[src/rtl/fifo_rd_stream.sv]
// Purpose : pops words from the async FIFO read port and re-presents them as a valid/ready stream.
// Latency : 1 clk pop->m_valid with RD_LAT=0, 2 clk with RD_LAT=1; sustains 1 word/clk.
// Backpressure: 2-entry buffer; rinc stops once buffered + in-flight words reach 2; m_data held while stalled.
//
// Ports:
//   rclk, rrst_n        read clock, async active-low reset
//   rempty, rdata, rinc FIFO read port (empty flag, data, pop strobe)
//   flush               sync discard of buffered and in-flight words
//   m_valid, m_data,
//   m_ready             output stream
//   busy                buffer non-empty or a pop is in flight
//   rd_cnt, ovr_err     only with FIFO_RD_STATS_EN defined: deq counter, sticky overflow flag
module fifo_rd_stream #(
  parameter int DATA_WIDTH = 8,
  parameter int RD_LAT     = 0
) (
  input  logic                  rclk,
  input  logic                  rrst_n,
  input  logic                  rempty,
  input  logic [DATA_WIDTH-1:0] rdata,
  output logic                  rinc,
  input  logic                  flush,
  output logic                  m_valid,
  output logic [DATA_WIDTH-1:0] m_data,
  input  logic                  m_ready,
  output logic                  busy
`ifdef FIFO_RD_STATS_EN
  ,
  output logic [15:0]           rd_cnt,
  output logic                  ovr_err
`endif
);

  logic                  en_q, en_d;
  logic [1:0]            occ_q, occ_d;
  logic                  rd_ptr_q, rd_ptr_d;
  logic                  wr_ptr_q, wr_ptr_d;
  logic                  inflight_q, inflight_d;
  logic [DATA_WIDTH-1:0] buf_q [2];
  logic [DATA_WIDTH-1:0] buf_d [2];

  logic       deq;
  logic       inflight_use;
  logic [2:0] pend;
  logic       capture;
  logic       wr_ok;

  assign deq          = (occ_q != 2'd0) & m_ready;
  assign inflight_use = (RD_LAT == 1) ? inflight_q : 1'b0;
  // Words this block will own after the current edge, excluding a new pop.
  assign pend         = {1'b0, occ_q} + {2'b00, inflight_use} - {2'b00, deq};
  assign rinc         = en_q & ~rempty & ~flush & (pend < 3'd2);
  // With RD_LAT=1 the word lands one edge after its pop; a flush on that edge drops it.
  assign capture      = (RD_LAT == 1) ? (inflight_q & ~flush) : rinc;
  // Never overwrite a full buffer; the pop rule should make this unreachable.
  assign wr_ok        = capture & ~((occ_q == 2'd2) & ~deq);

  assign m_valid = (occ_q != 2'd0);
  assign m_data  = buf_q[rd_ptr_q];
  assign busy    = (occ_q != 2'd0) | inflight_use;

  always_comb begin
    en_d       = 1'b1;
    occ_d      = occ_q;
    rd_ptr_d   = rd_ptr_q;
    wr_ptr_d   = wr_ptr_q;
    inflight_d = (RD_LAT == 1) ? rinc : 1'b0;
    buf_d      = buf_q;
    if (flush) begin
      occ_d    = 2'd0;
      rd_ptr_d = 1'b0;
      wr_ptr_d = 1'b0;
    end else begin
      if (wr_ok) begin
        buf_d[wr_ptr_q] = rdata;
        wr_ptr_d        = ~wr_ptr_q;
      end
      if (deq) begin
        rd_ptr_d = ~rd_ptr_q;
      end
      occ_d = occ_q + {1'b0, wr_ok} - {1'b0, deq};
    end
  end

  always_ff @(posedge rclk or negedge rrst_n) begin
    if (!rrst_n) begin
      en_q       <= 1'b0;
      occ_q      <= 2'd0;
      rd_ptr_q   <= 1'b0;
      wr_ptr_q   <= 1'b0;
      inflight_q <= 1'b0;
      buf_q[0]   <= '0;
      buf_q[1]   <= '0;
    end else begin
      en_q       <= en_d;
      occ_q      <= occ_d;
      rd_ptr_q   <= rd_ptr_d;
      wr_ptr_q   <= wr_ptr_d;
      inflight_q <= inflight_d;
      buf_q      <= buf_d;
    end
  end

`ifdef FIFO_RD_STATS_EN
  logic [15:0] rd_cnt_q, rd_cnt_d;
  logic        ovr_err_q, ovr_err_d;

  always_comb begin
    rd_cnt_d  = flush ? 16'd0 : (rd_cnt_q + {15'd0, deq});
    ovr_err_d = ovr_err_q | (capture & (occ_q == 2'd2) & ~deq);
  end

  always_ff @(posedge rclk or negedge rrst_n) begin
    if (!rrst_n) begin
      rd_cnt_q  <= 16'd0;
      ovr_err_q <= 1'b0;
    end else begin
      rd_cnt_q  <= rd_cnt_d;
      ovr_err_q <= ovr_err_d;
    end
  end

  assign rd_cnt  = rd_cnt_q;
  assign ovr_err = ovr_err_q;
`endif

endmodule

[config.mk]
export PLATFORM = sky130hd
export DESIGN_NAME = fifo_rd_stream
export DESIGN_NICKNAME = d
export VERILOG_FILES = /design/src/rtl/fifo_rd_stream.sv
export SDC_FILE = /design/constraint.sdc
export NUM_CORES = 1
export LEC_CHECK = 0
export ABC_AREA = 1
export CAP_MARGIN = 5
export CORE_MARGIN = 3
export CORE_UTILIZATION = 45
export CTS_CLUSTER_SIZE = 40
export DETAILED_ROUTE_END_ITERATION = 8
export DONT_BUFFER_PORTS = 1
export PLACE_DENSITY_LB_ADDON = 0.08
export SETUP_SLACK_MARGIN = 0.15
export SLEW_MARGIN = 20
export SYNTH_ARGS = -nofsm -noshare
export SYNTH_HDL_FRONTEND = slang
export SYNTH_SLANG_ARGS = --single-unit
[constraint.sdc]
create_clock -name rclk -period 4.03 [get_ports rclk]
set_clock_uncertainty 0.15 [all_clocks]
set_input_delay 0.806 -clock rclk [delete_from_list [all_inputs] [get_ports rclk]]
set_output_delay 0.806 -clock rclk [all_outputs]
set_load 0.05 [all_outputs]
==> results by stage, run 1 <==
Power and ir drop:
- Registers are responsible for 40.5% of the overall power.
- The worst-case IR drop observed on VDD is 0.000434 V.
- Cell internal power was estimated by the tool at 0.000390 W.
- The share of total power dissipated in combinational logic is 47.2%.
- The ratio of total power to cell area is 747 nW/um^2.
- The power share of the clock group is 12.3%.
- After layout, the design draws a total of 0.000836 W.
- The switching part of the total is 53.3%.
- In this run the static leakage power is 0.617 nW.
- The power spent charging and discharging nets is 0.000446 W.

Die:
- Measured along the y axis, the die boundary spans 55.4 microns.
- The die outline area is 3070 sq um.
- The boundary pin count is 24.
- The area inside the core boundary is 2250 sq um.
- Measured along the x axis, the die boundary spans 55.4 microns.
- The floorplan has 17 rows.
- The starting density of the core is 48.7%.

Clock tree:
- The cell at the root of the clock tree is sky130_fd_sc_hd__clkbuf_4.
- In this run the number of H-tree levels came out at 1.
- The number of CTS-inserted buffers is 3.
- Clock-pin slew was measured on the worst setup and hold paths at 0.12 ns.
- In this run the post-CTS setup repair buffer count came out at 0.
- TritonCTS built the clock tree.
- The clock net in this run drives a total of 21 sinks.
- The clock passes through at most 2 buffers.
- The clock reaches the later pin of the worst-skew pair after 0.30 ns.

Critical path:
- The endpoint required time on the critical path is 3.07 ns.
- The largest stage delay on the critical path is 0.35 ns.
- The critical path arrival is 1.64 ns.
- The number of cells traversed by the worst register-to-register path is 9.
- The slowest stage of the critical path is the sky130_fd_sc_hd__inv_1 cell.
- STA classifies the critical path startpoint as an input port.
- The signal on the critical path passes through clkinv_1 > nand2_2 > nor2_8 > nand2_1 > inv_1.
- The critical path start-end classification is input port to primary output.
- In this run the worst path has a maximum fanout of 19.
- The kind of end point of the critical path is a primary output.

Outcome:
- The flow ran to the end, and the final reports show no timing, DRC or antenna violations.

Logic synthesis:
- The synthesized area is 1100 sq um.
- The share of synthesized area occupied by flip-flops and latches is 47.9%.
- Synthesis instantiated 22 different standard cells from the library.
- The Yosys step of the flow raised 0 warnings.
- When the netlist entered floorplanning its net count stood at 147.
- The register bit total from synthesis is 21.
- The fraction of synthesized cell area taken by the top area cell type is 47.9%.
- The biggest area contributor in the post-synthesis netlist is sky130_fd_sc_hd__dfrtp_1.
- Ranked by total cell area, the synthesized netlist is headed by sky130_fd_sc_hd__dfrtp_1 48%, sky130_fd_sc_hd__nand2_1 22%, sky130_fd_sc_hd__nand4_1 9.1%.
- The synthesized netlist cell count is 132.
- The mean instance size in the synthesized netlist is 8.31 sq um.

Finish:
- The area growth from synthesis to layout is 1.94%.
- In the final layout, the share of cells above drive strength 1 is 7.58%.
- The antenna diode count is 0.
- The number of nets in the finished design is 148.
- In the layout the commonest cells are 63 x sky130_fd_sc_hd__nand2_1, 21 x sky130_fd_sc_hd__dfrtp_1, 16 x sky130_fd_sc_hd__nand4_1.
- The post-route cell area is 1120 sq um.
- The library cell used most frequently in the layout, excluding fill and tap cells, is sky130_fd_sc_hd__nand2_1.
- In the final layout, flip-flops and latches occupy 526 sq um.
- The filler cells instantiated in the layout total 249.
- The combined area of the multi-input logic cells is 479 sq um.
- At the end of the flow the core is filled with cells to 49.6%.

STA:
- The smallest setup slack after layout is 1.43 ns.
- The max-slew violation count is 0.
- The pin slew with the least headroom to its limit is 0.967 ns.
- The relative slew slack is 35.3%.
- Setup violations remaining at the end of the flow were counted as 0.
- After layout, the worst path uses 64.5% of the clock period.
- Setup repair after global routing left no endpoint under its margin.
- Setup total negative slack on the finished layout was measured at 0 ns.
- Based on the critical path, the design can be clocked at up to 0.385 GHz.
- Counting I/O delays and the setup requirement, the final critical path takes 2.60 ns.
- The hold violation total from the final report was 0.

Routing:
- The detailed router used layers up to and including met4.
- In the routed layout, each cell is associated on average with a via count of 5.26.
- The amount of wire on met3 after detailed routing is 175 microns.
- For this block, the via count after detailed routing is 842.
- The detailed-route wire length on metal 1 is 945 microns.
- The first routing iteration left 26 violations.
- The total detailed-routing wirelength is 2150 microns.
- Once detail routing completed, the nets flagged for antenna violations numbered 0.
- For this run, the detailed router's first-pass iteration total came to 4.
- The per-cell routed wire length is 13.5 microns.
- The amount of wire on met2 after detailed routing is 1020 microns.
- For this run, design rule violations remaining after detail routing come to 0.

Place:
- The global placement routability congestion is 0.738.
- The wire-length estimate of the detail-placed layout is 1500 microns.
- Summing all placed instances gives a cell area of 1080 sq um.
- The post-place setup slack is 1.42 ns.
- The count of buffers added on input and output ports is 0.

Global routing:
- Entering global routing, the biggest net connects 22 pins.
- The sum of overflow across all layers after global routing is 0.
- The combined global-route utilization of all metal layers is 16.0%.
- The via count of the first global-routing pass is 848.
- The number of antenna violations at the first check in global routing was 0.
- The first global-routing pass estimated 3860 microns of wire.

Hold path:
- The path class of the tightest hold or removal check is flip-flop to flip-flop.
- The number of instances on the worst hold path is 2.

Job:
- The max-cap violation count is 0.
critical path: cells and delay by family:
kind                   cells  cell delay, ns
buffers and inverters      2            0.38
and+or+nand+nor            3            0.46
cells in the mapped netlist:
master and instances:
sky130_fd_sc_hd__a21oi_1 1, sky130_fd_sc_hd__buf_2 1, sky130_fd_sc_hd__buf_4 1, sky130_fd_sc_hd__buf_6 2, sky130_fd_sc_hd__buf_8 1, sky130_fd_sc_hd__clkinv_1 1, sky130_fd_sc_hd__clkinv_4 1, sky130_fd_sc_hd__conb_1 1
sky130_fd_sc_hd__dfrtp_1 21, sky130_fd_sc_hd__ha_1 2, sky130_fd_sc_hd__inv_1 7, sky130_fd_sc_hd__inv_2 1, sky130_fd_sc_hd__nand2_1 63, sky130_fd_sc_hd__nand2_2 1, sky130_fd_sc_hd__nand2_4 1, sky130_fd_sc_hd__nand3_1 2
sky130_fd_sc_hd__nand3_4 2, sky130_fd_sc_hd__nand4_1 16, sky130_fd_sc_hd__nor2_1 4, sky130_fd_sc_hd__nor2_8 1, sky130_fd_sc_hd__o21ai_0 1, sky130_fd_sc_hd__or2_1 1
cells by family (layout without fill, tap and decap cells):
logic type	count (synthesis)	count (layout)	share of synthesized area, %
other	1	1	0.342
adders and majority gates	2	2	2.28
DFF	21	21	47.9
buffers and inverters	15	15	8.44
AOI/OAI and AO/OA	2	2	0.911
and+or+nand+nor	91	91	40.1
stage by stage:
step	std cells	hold WS, ns
floorplan	132	0.292
finish	160	0.333
global route	160	0.358
CTS	159	0.0128
global placement	155	0.305
detailed placement	155	0.309
worst paths after layout:
path	start	to	slack, ns
max	rempty	rinc	1.43
max reg2reg	occ_q[1]	occ_q[1]	1.67
min reg2reg	buf_q[13]	buf_q[13]	0.33
min in group asynchronous	rrst_n	buf_q[12]	0.94
max in group asynchronous	rrst_n	buf_q[8]	2.21
min	buf_q[13]	buf_q[13]	0.33
power groups by stage:
stage | combinational [W] | clock [W] | sequential (W)
after floorplan | 0.000391 | 0 | 0.000321
after global placement | 0.000388 | 0 | 0.000341
after detailed placement | 0.000394 | 0 | 0.000344
after CTS | 0.000394 | 0.000107 | 0.000339
after global routing | 0.000437 | 0.000120 | 0.000349
final | 0.000395 | 0.000103 | 0.000338
area by class of cell:
type | instances | area share, %
clock buffers | 4 | 2.35
inverters | 10 | 3.80
multi-input cells | 96 | 42.8
flip-flops and latches | 21 | 47.0
well taps | 28 | 3.13
repair buffers | 1 | 0.895
metal layers:
| metal | track usage, % | vias up |
|---|---|---|
| li1 | - | 425 |
| met1 | 19.5 | 396 |
| met2 | 23.8 | 19 |
| met3 | 8.18 | 2 |
| met4 | 6.60 | 0 |
| met5 | 0 | - |
flip-flops by register name, indices dropped and copies added, names as in the netlist:
register,cells
rd_ptr_q,1
buf_q,16
occ_q,2
en_q,1
wr_ptr_q,1
repair_timing:
action | 4_1_cts | 5_1_grt
hold endpoints to repair | 0 | 21
gates resized for setup | 0 | 0
endpoints found under the setup margin | 0 | 0
hold buffers | 0 | 1
Note: power is estimated with default switching activity, not from simulation.
==> inputs of run 2 (changes only) <==
==> constraint.sdc (replaced) <==
create_clock -name rclk -period 2.6 [get_ports rclk]
set_clock_uncertainty 0.15 [all_clocks]
set_input_delay 0.52 -clock rclk [delete_from_list [all_inputs] [get_ports rclk]]
set_output_delay 0.52 -clock rclk [all_outputs]
set_load 0.05 [all_outputs]
==> run 2 against run 1 <==
Against the previous run:
- register-to-register slack worse by 0.91 ns
- routed wire length is 0.70% lower
- combinational power increased by 59%
- highest routed layer unchanged
==> results by stage, run 2 (synthesized netlist as in run 1, its figures left out) <==
STA:
- The worst path in the final design needs a cycle of 2.21 ns, including I/O delays and setup.
- The hold violation total from the final report was 0.
- Measured against its own limit, the worst slew margin works out to 38.2%.
- The max-slew violation count is 0.
- The pin slew with the least headroom to its limit is 0.925 ns.
- Setup repair after global routing left no endpoint under its margin.
- The part of the cycle the worst path needs is 85.0%.
- Static timing analysis puts the maximum clock frequency at 0.452 GHz.
- The accumulated negative setup slack is 0 ns.
- The count of final setup violators is 0.

Hold path:
- The number of instances on the worst hold path is 1.
- The class of the tightest hold or removal check is input port to flip-flop.

Clock tree:
- The root buffer cell chosen for the clock tree is sky130_fd_sc_hd__clkbuf_4.
- The total number of H-tree levels is 1.
- TritonCTS built the clock tree.
- After clock tree synthesis, the clock-pin slew on the worst setup and hold paths is 0.11 ns.
- Buffers added to address setup during post-CTS repair amount to 0.
- Counting the buffers created by CTS gives 3.
- The insertion delay to the later sink of the worst-skew pair is 0.30 ns.
- The clock drives 21 sinks.
- The number of buffers on the longest clock path is 2.

Die:
- From bottom edge to top edge, the die measures 55.4 microns.
- The floorplan has 17 rows.
- For this configuration, the core starts out at a cell density of 48.7%.
- The die covers 3070 sq um.
- Measured along the x axis, the die boundary spans 55.4 microns.
- After floorplanning, the core was sized to cover 2250 sq um.
- In this run the count of I/O pins placed on the die edge is 24.

Routing:
- The per-cell routed wire length is 13.3 microns.
- The number of vias after detailed routing is 826.
- The iteration count of the initial detailed-routing pass is 4.
- For this block, the routed nets add up to 2140 microns of wire.
- In this run the remaining antenna-violating nets after routing total 0.
- In the routed design, unresolved DRC markers number 0.
- After detailed routing, the number of vias per cell comes to 5.13.
- The first routing iteration left 17 violations.

Critical path:
- STA classifies the critical path startpoint as a flip-flop.
- The worst register-to-register path ends at occ_q[1].
- The kind of end point of the critical path is a primary output.
- The maximum fanout along the worst path is 19.
- Setup slack on the worst reg-to-reg path comes out at 0.76 ns.
- The critical path in this run is classified as flip-flop to primary output.
- The worst setup path startpoint is occ_q[0].
- Data on the critical path arrives at its endpoint at 1.54 ns.
- The end point of the critical path is rinc.
- The source of the worst register-to-register timing path is occ_q[0].
- For the worst flop-to-flop path, the logic depth is 9.
- For the worst setup path, the data required time is 1.93 ns.

Power and ir drop:
- The reported leakage power is 0.622 nW.
- Across the VDD grid, the largest voltage drop is 0.000731 V.
- The ratio of total power to cell area is 1160 nW/um^2.

Global routing:
- The maximum number of pins on one net before global-route repair is 22.
- The via count of the first global-routing pass was 770.
- The first global-routing pass estimated 3600 microns of wire.
- Global routing used 14.9% of the available tracks.
- The number of antenna violations at the first check in global routing is 0.
- The sum of overflow across all layers after global routing is 0.

Finish:
- The repair_antennas step left the layout with diodes totalling 0.
- Leaving out fill and tap cells, the most frequent cell in the layout is sky130_fd_sc_hd__nand2_1.
- The largest registers in the layout are buf_q (16), occ_q (2).
- The number of nets in the finished design is 149.
- Leaving out fill and tap cells, the most frequent cells in the layout are 63 x sky130_fd_sc_hd__nand2_1, 21 x sky130_fd_sc_hd__dfrtp_1, 16 x sky130_fd_sc_hd__nand4_1.
- The register with the most flip-flops in the layout has 16 of them.
- The area growth from synthesis to layout is 2.62%.
- The register with the most flip-flops is buf_q.
- The post-layout utilization of the core is 49.9%.
- Cells with a size suffix above 1 make up 8.27% of the layout.

Place:
- Once detailed placement completed, the half-perimeter wirelength came to 1470 microns.
- The count of buffers added on input and output ports is 0.
- The global placement routability congestion is 0.726.

Outcome:
- The flow ran to the end, and the final reports show no timing, DRC or antenna violations.

Job:
- The max-cap violation count is 0.
==> run 2: area by class of cell <==
cell class                      instances  area [sq um]
Fill cell                             232          1130
Sequential cell                        21           526
Multi-Input combinational cell         96           479
Inverter                               10          42.5
Tap cell                               28          35.0
Clock buffer                            4          26.3
Timing Repair Buffer                    2          17.5
==> run 2: report_power, final <==
part           leakage (nW)  internal [W]  switching (W)
sequential            0.268      0.000439      0.0000853
combinational         0.339      0.000120       0.000510
clock                0.0150     0.0000597      0.0000958
total                 0.622      0.000619       0.000691
==> run 2: through the flow <==
| stage | hold slack [ns] | total power (W) | area (sq um) | std cells | worst slack, ns |
|---|---|---|---|---|---|
| 2_1_floorplan | 0.0744 | 0.00110 | 1100 | 132 | 0.701 |
| 3_3_place_gp | 0.0749 | 0.00115 | 1090 | 156 | 0.566 |
| 3_5_place_dp | 0.0749 | 0.00116 | 1090 | 156 | 0.544 |
| 4_1_cts | 0.105 | 0.00133 | 1130 | 161 | 0.364 |
| 5_1_grt | 0.0880 | 0.00141 | 1130 | 161 | 0.248 |
| 6_report | 0.118 | 0.00131 | 1130 | 161 | 0.390 |
==> run 2: routing by layer <==
layer	vias to the layer above	GRT usage [%]	wire length (microns)	part of all wire (%)
li1	426	-	-	-
met1	370	20.6	973	46
met2	26	22.0	962	45
met3	4	4.44	165	7.7
met4	0	5.21	36	1.7
met5	-	0	0	0
==> run 2: what timing repair did <==
item | CTS | global route
resized for setup | 0 | 0
endpoints found under the hold margin | 21 | 0
hold buffers | 1 | 0
==> run 2: worst max-delay path: stages (launching register included) <==
cell                      delay (ns)
sky130_fd_sc_hd__dfrtp_1        0.40
sky130_fd_sc_hd__inv_1          0.07
sky130_fd_sc_hd__nand2_1        0.08
sky130_fd_sc_hd__nand2_4        0.20
sky130_fd_sc_hd__nand2_1        0.14
sky130_fd_sc_hd__inv_1          0.35
==> run 2: how the worst min path moves through the flow <==
stage	start	end	slack [ns]
after global routing	flush	occ_q[0]	0.09
final	flush	occ_q[0]	0.12
after global placement	rrst_n	occ_q[1]	0.07
after detailed placement	rrst_n	occ_q[1]	0.07
after floorplan	rrst_n	buf_q[0]	0.07
after CTS	flush	occ_q[0]	0.10
